==> src/rtl/mem_req_arbiter.sv <==
// Arbitrates I$/D$ line-miss requests onto one main-memory port, with round-robin grant,
// one transaction in flight and a programmable delay before each memory request is driven.

module mem_req_arbiter #(
    parameter int ADDR_WIDTH  = 32,
    parameter int LINE_WIDTH  = 128,
    parameter int REQ_LATENCY = 2
) (
    input  logic                  clock,
    input  logic                  reset_n,

    input  logic                  icache_req_valid,
    input  logic [ADDR_WIDTH-1:0] icache_req_addr,

    input  logic                  dcache_req_valid,
    input  logic [ADDR_WIDTH-1:0] dcache_req_addr,
    input  logic                  dcache_req_is_store,
    input  logic [LINE_WIDTH-1:0] dcache_req_data,

    output logic                  mm_req_valid,
    output logic [ADDR_WIDTH-1:0] mm_req_addr,
    output logic                  mm_req_is_store,
    output logic [LINE_WIDTH-1:0] mm_req_data,

    input  logic                  mm_rsp_valid,
    input  logic [LINE_WIDTH-1:0] mm_rsp_data,
    input  logic                  mm_rsp_bus_error,

    output logic                  rsp_valid,
    output logic [LINE_WIDTH-1:0] rsp_data,
    output logic                  rsp_cache_id,
    output logic                  rsp_bus_error
);

    typedef enum logic [1:0] {
        S_IDLE,
        S_WAIT,
        S_ISSUE,
        S_RESP
    } state_t;

    localparam logic SRC_I = 1'b0;
    localparam logic SRC_D = 1'b1;

    localparam int              CNT_W    = (REQ_LATENCY > 1) ? $clog2(REQ_LATENCY) : 1;
    localparam logic [CNT_W-1:0] CNT_LAST = CNT_W'(REQ_LATENCY - 1);

    state_t                 state_q, state_d;
    logic [CNT_W-1:0]       cnt_q, cnt_d;
    logic                   grant_id_q, grant_id_d;
    logic                   last_grant_q;
    logic                   grant_load;
    logic                   rsp_load;

    logic                   i_pend_q, d_pend_q;
    logic [ADDR_WIDTH-1:0]  i_addr_q, d_addr_q;
    logic                   d_store_q;
    logic [LINE_WIDTH-1:0]  d_data_q;

    logic                   i_clr, d_clr;
    logic                   i_set, d_set;

    // A source's pending flag clears in its RESP cycle; a new pulse in that same
    // cycle re-arms it, so set takes priority over clear.
    assign i_clr = (state_q == S_RESP) && (grant_id_q == SRC_I);
    assign d_clr = (state_q == S_RESP) && (grant_id_q == SRC_D);
    assign i_set = icache_req_valid && (!i_pend_q || i_clr);
    assign d_set = dcache_req_valid && (!d_pend_q || d_clr);

    // NOTE: every sequential block uses non-blocking assignments so all registers
    // sample the pre-edge values of each other, independent of block ordering.
    always_ff @(posedge clock or negedge reset_n) begin
        if (!reset_n) begin
            i_pend_q <= 1'b0;
            i_addr_q <= '0;
        end else if (i_set) begin
            i_pend_q <= 1'b1;
            i_addr_q <= icache_req_addr;
        end else if (i_clr) begin
            i_pend_q <= 1'b0;
        end
    end

    // NOTE: the captured line data is a plain register bank, so it is cleared by
    // reset like the rest of the request info rather than left uninitialised.
    always_ff @(posedge clock or negedge reset_n) begin
        if (!reset_n) begin
            d_pend_q  <= 1'b0;
            d_addr_q  <= '0;
            d_store_q <= 1'b0;
            d_data_q  <= '0;
        end else if (d_set) begin
            d_pend_q  <= 1'b1;
            d_addr_q  <= dcache_req_addr;
            d_store_q <= dcache_req_is_store;
            d_data_q  <= dcache_req_data;
        end else if (d_clr) begin
            d_pend_q  <= 1'b0;
        end
    end

    // NOTE: every output of this block is given a default before the case so no
    // path leaves a signal unassigned, which would otherwise infer a latch.
    always_comb begin
        state_d         = state_q;
        cnt_d           = cnt_q;
        grant_id_d      = grant_id_q;
        grant_load      = 1'b0;
        rsp_load        = 1'b0;
        mm_req_valid    = 1'b0;
        mm_req_addr     = '0;
        mm_req_is_store = 1'b0;
        mm_req_data     = '0;
        rsp_valid       = 1'b0;

        case (state_q)
            S_IDLE: begin
                if (i_pend_q || d_pend_q) begin
                    // D$ wins when it is alone, or when both wait and I$ was served last.
                    grant_id_d = d_pend_q && (!i_pend_q || (last_grant_q == SRC_I));
                    grant_load = 1'b1;
                    cnt_d      = '0;
                    state_d    = S_WAIT;
                end
            end

            S_WAIT: begin
                cnt_d = cnt_q + CNT_W'(1);
                if (cnt_q == CNT_LAST) begin
                    state_d = S_ISSUE;
                end
            end

            S_ISSUE: begin
                mm_req_valid    = !mm_rsp_valid;
                mm_req_addr     = (grant_id_q == SRC_D) ? d_addr_q : i_addr_q;
                // The I$ never writes back, so its store flag and data are always zero.
                mm_req_is_store = (grant_id_q == SRC_D) && d_store_q;
                mm_req_data     = (grant_id_q == SRC_D) ? d_data_q : '0;
                if (mm_rsp_valid) begin
                    rsp_load = 1'b1;
                    state_d  = S_RESP;
                end
            end

            S_RESP: begin
                rsp_valid = 1'b1;
                state_d   = S_IDLE;
            end

            default: begin
                state_d = S_IDLE;
            end
        endcase
    end

    always_ff @(posedge clock or negedge reset_n) begin
        if (!reset_n) begin
            state_q      <= S_IDLE;
            cnt_q        <= '0;
            grant_id_q   <= SRC_I;
            last_grant_q <= SRC_I;
        end else begin
            state_q    <= state_d;
            cnt_q      <= cnt_d;
            grant_id_q <= grant_id_d;
            if (grant_load) begin
                last_grant_q <= grant_id_d;
            end
        end
    end

    // Response fields are captured once per transaction and held until the next one.
    always_ff @(posedge clock or negedge reset_n) begin
        if (!reset_n) begin
            rsp_data      <= '0;
            rsp_bus_error <= 1'b0;
            rsp_cache_id  <= 1'b0;
        end else if (rsp_load) begin
            rsp_data      <= mm_rsp_data;
            rsp_bus_error <= mm_rsp_bus_error;
            rsp_cache_id  <= grant_id_q;
        end
    end

endmodule

==> config.mk <==
export PLATFORM = sky130hd
export DESIGN_NAME = mem_req_arbiter
export DESIGN_NICKNAME = d
export VERILOG_FILES = /design/src/rtl/mem_req_arbiter.sv
export SDC_FILE = /design/constraint.sdc
export NUM_CORES = 1
export LEC_CHECK = 0
export ABC_CLOCK_PERIOD_IN_PS = 2000
export CAP_MARGIN = 0
export CORE_AREA = 10 10 230 232
export DETAILED_ROUTE_END_ITERATION = 10
export DIE_AREA = 0 0 240 242
export GPL_ROUTABILITY_DRIVEN = 0
export PLACE_DENSITY_LB_ADDON = 0.15
export SETUP_SLACK_MARGIN = 0.15
export SLEW_MARGIN = 20
export SYNTH_ARGS = -nofsm -noshare
export SYNTH_HDL_FRONTEND = slang
export SYNTH_SLANG_ARGS = --single-unit
==> constraint.sdc <==
create_clock -name clock -period 2 [get_ports clock]
set_clock_uncertainty 0.05 [all_clocks]
set_input_delay 0.2 -clock clock [delete_from_list [all_inputs] [get_ports clock]]
set_output_delay 0.2 -clock clock [all_outputs]
set_load 0.01 [all_outputs]
Word-level counts from Yosys, hierarchy flattened. Cells that the tools add are included.

Register bits after elaboration: 330. Output and inout port bits: 293. Bits of input ports: 327.

Multiplexer cells: 23. Reductions and logical operators: 19. $add $sub $neg: 1. Eq/ne operators: 6. Bitwise logic cells: 2.

Operators with widths (number): $mux 128 (2); $mux 32 (2); $mux 1 (14); $pmux 2 s4 (1); $logic_and 1x1->1 (6); $mux 2 (3); $ne 2x2->1 const B (3); $reduce_bool 2->1 (3); $eq 2x2->1 const B (2); $logic_or 1x1->1 (4); $logic_not 1->1 (3); $reduce_and 3->1 (1); $eq 2x1->1 const B (1); $logic_not 2->1 (1); $not 1->1 (2); $pmux 1 s2 (1); $reduce_and 2->1 (1); $add 1x1->1 const B (1).

Longest topological paths before layout.
Word-level depth: 5. Depth in mapped cells: 6.

Worst setup path after synthesis. OpenSTA, ideal clock, no wires.

Kind: flip-flop to flip-flop. Start: reg state_q[0]. End: reg d_addr_q[8]. Data required time: 1.823 ns. Library setup time: 0.127 ns. Path buffers: 2. Slack: 0.214 ns. Data arrival time: 1.609 ns. Cell stages (with the launch flop): 7. Cells stage by stage: dfrtp_1 ha_1 a21bo_2 nand2_4 buf_12 buf_12 mux2_1.

Word-level cells in the longest chain between the ends: 4.

Ends and longest elaborated chain: start, declared (RTL line 48) `state_t state_q, state_d;`; start signal, assigned (RTL line 164) `state_q <= state_d;`; $eq 2x2->1 (RTL line 66) `assign d_clr = (state_q == S_RESP) && (grant_id_q == SRC_D);`; $logic_and 1x1->1 (RTL line 66); $logic_or 1x1->1 (RTL line 68) `assign d_set = dcache_req_valid && (!d_pend_q || d_clr);`; $logic_and 1x1->1 (RTL line 68); end signal, assigned (RTL line 94) `d_addr_q <= dcache_req_addr;`; end, declared (RTL line 56) `logic [ADDR_WIDTH-1:0] i_addr_q, d_addr_q;`.

Every way passes these cells. A chain may end at the register's enable or synchronous reset.

Worst setup path after layout.
Start: reg state_q[1]. End: out mm_req_data[24].

Word-level cells in the longest chain between the ends: 2.

Ends and longest elaborated chain: $eq 2x2->1 (RTL line 116) `case (state_q)`; $mux 128 (RTL line 116); end, declared (RTL line 23) `output logic [LINE_WIDTH-1:0] mm_req_data,`.

Every way passes these cells.

==> reports/metrics.cfg <==
[outcome]
status = complete, but fails checks
violations = setup timing

[grt]
grt_start_max_net_pins = 63
grt_pass1_vias = 11300
grtUsageTotal = 0.182
antenna_found_initial = 9
overflow = 0
grt_pass1_wl_mm = 78.9

[clocking]
tritoncts = done
cts-root-buf = clkbuf_16
cts.sinks = 330
clock_latency_ps = 550
clk_pin_slew_ps = 60
cts_inserted_buffers = 40
h-tree-depth = 2
ctsLongestPathBuffers = 3

[die]
placementRows = 81
initial_utilization = 0.294
core_sq_um = 48400
dieHeight_um = 242
die_area_sq_um = 58100
die_width_um = 240
ios = 620

[power]
p_per_area_nw_per_um2 = 1590
peakVddDrop_v = 0.000837
p_leak_nw = 11.2
total_power_w = 0.0380

[timing]
hold_viol_final = 0
finalCriticalPeriod_ps = 2440
rsz0062_at_grt = yes
setup_violations = 145
finalMaxSlewViolations = 0
fin_crit_sh = 1.22
slew_headroom = 0.581
fmax_mhz = 409
finalWorstSetupSlack_ps = -443
tightest_slew_ps = 627

[critical_path]
r2r-end = d_data_q[22]
arrival_ps = 2190
cp.required_ps = 1750
endpoint_kind = primary output
crit_path_start = state_q[1]
rrSetupSlack_ps = 30
crit_fanout = 4
crit_type = reg2out
start_kind = flop
reg2reg_depth = 7
r2r_start = grant_id_q

[yosys]
synth-main-ff-cell = dfrtp_1
ys_seq_elements = 330
synth.yosys.seq_area_share = 0.579
synth_cell_type_count = 27
syn_nets = 1278
yosysWarningCount = 0
synth_enable_flop_cells = 0
postSynthCellCount = 946
synth_area_sq_um = 14300
synth_async_sr_flop_share = 1.00
synth.avg_cell_area_sq_um = 15.1

[cells_and_area]
final_area_sq_um = 23900
layout_common_cells = clkdlybuf4s50_1 (455), dfrtp_1 (329), mux2_2 (233), and3_1 (100), mux2_4 (87)
final_common_cell = clkdlybuf4s50_1
finalNetCount = 1983
drive_gt1_frac = 0.420
fillCellCount = 4325
area_growth_syn_to_layout_pct = 68.0

[placement]
io_buffers = 619
pre_cts_ws_ps = -22.8
place_area_sq_um = 21300
place_hpwl_mm = 40.7

[routing]
ant_nets = 0
viasPerCell = 4.56
drt-initial-drc-count = 430
drt-wirelength-per-cell_um = 24.9
drc = 0
totalWireLength_mm = 57.3
via_count = 10500
dr.pass1.iters = 4

[hold_path]
hp-class = in2async

[job]
max-cap-violations = 0

flip-flops by register name (all words and copies together) (netlist names), 2 cells and up:
register,flops
state_q,2
d_addr_q,32
i_addr_q,32
d_data_q,128
rsp_data,128
cell families (layout without fill, tap and decap cells):
| group | count (synthesis) | count (layout) | share of synthesized area |
|---|---|---|---|
| other | 0 | 3 | 0 |
| multiplexers | 357 | 357 | 0.301 |
| AO/OA/AOI/OAI | 9 | 9 | 0.00527 |
| AND/OR/NAND/NOR | 171 | 173 | 0.0746 |
| XOR/XNOR | 1 | 1 | 0.000615 |
| buffers and inverters | 73 | 797 | 0.0351 |
| adder cells (fa/ha/maj) | 5 | 5 | 0.00439 |
| flip-flops | 330 | 330 | 0.579 |
synthesized netlist by cell type, types with 5 or more instances:
master    count  area share
mux2_2      234        0.18
nor2b_1      33       0.014
clkbuf_1     31      0.0082
mux2_1        9      0.0071
and3_1      129       0.057
buf_4        11      0.0058
mux2_4       81       0.085
dfrtp_1     330        0.58
mux2i_1      33       0.023
ha_1          5      0.0044
buf_12       10       0.014
buf_2        18      0.0063
worst max-delay path: stages, from the launching register on:
cell	delay (ps)
dfrtp_1	410
ha_4	210
buf_12	140
buf_16	120
buf_12	130
buf_12	120
buf_16	120
buf_6	110
and3_4	160
buf_6	110
area by class of cell:
type / count / area [sq um] / share of cell area
flip-flops and latches: 330 / 8260 / 0.345
repair buffers: 731 / 7720 / 0.322
multi-input cells: 545 / 5910 / 0.247
clock buffers: 54 / 1120 / 0.0470
well taps: 622 / 778 / 0.0325
clock inverters: 9 / 133 / 0.00554
inverters: 3 / 11.3 / 0.000470
diodes: 3 / 7.51 / 0.000314
through the flow:
step	hold slack, ps	util	setup TNS [ps]	std cells
finish	130	0.494	-28070	2297
detailed placement	93.8	0.441	-97.6	2159
global route	151	0.494	-40910	2297
floorplan	-146	-	0	946
CTS	95.6	0.478	-53800	2257
global placement	92.6	0.441	-20.1	2159
routing by layer:
layer / up-vias / global-route usage / share of wire
met4: 12 / 0.0449 / 0.019
met1: 5328 / 0.195 / 0.37
met2: 294 / 0.341 / 0.54
li1: 4763 / - / -
met3: 75 / 0.0540 / 0.065
met5: - / 0 / 0.0012
worst max-delay path by stage:
stage | slack, ps | end | cells after the start
global route | -500 | mm_req_data[24] | 10
detailed placement | -20 | mm_req_data[21] | 6
CTS | -530 | mm_req_valid | 5
floorplan | 210 | d_addr_q[8] | 6
finish | -440 | mm_req_data[24] | 9
global placement | -10 | mm_req_addr[25] | 6
power breakdown:
part           switching (W)  leakage, nW  total (W)  internal, W
logic                0.00730         6.63     0.0187       0.0114
registers            0.00193         3.91     0.0121       0.0101
clock network        0.00285        0.610    0.00715      0.00429
what timing repair did:
item,4_1_cts,5_1_grt
setup endpoints to repair,469,472
hold buffers,1,0
endpoints found under the hold margin,330,0
resized for setup,566,209
gates cloned,10,20
setup buffers,24,17
pin swaps,3,3
No activity file was read; power rests on OpenSTA's default activity.
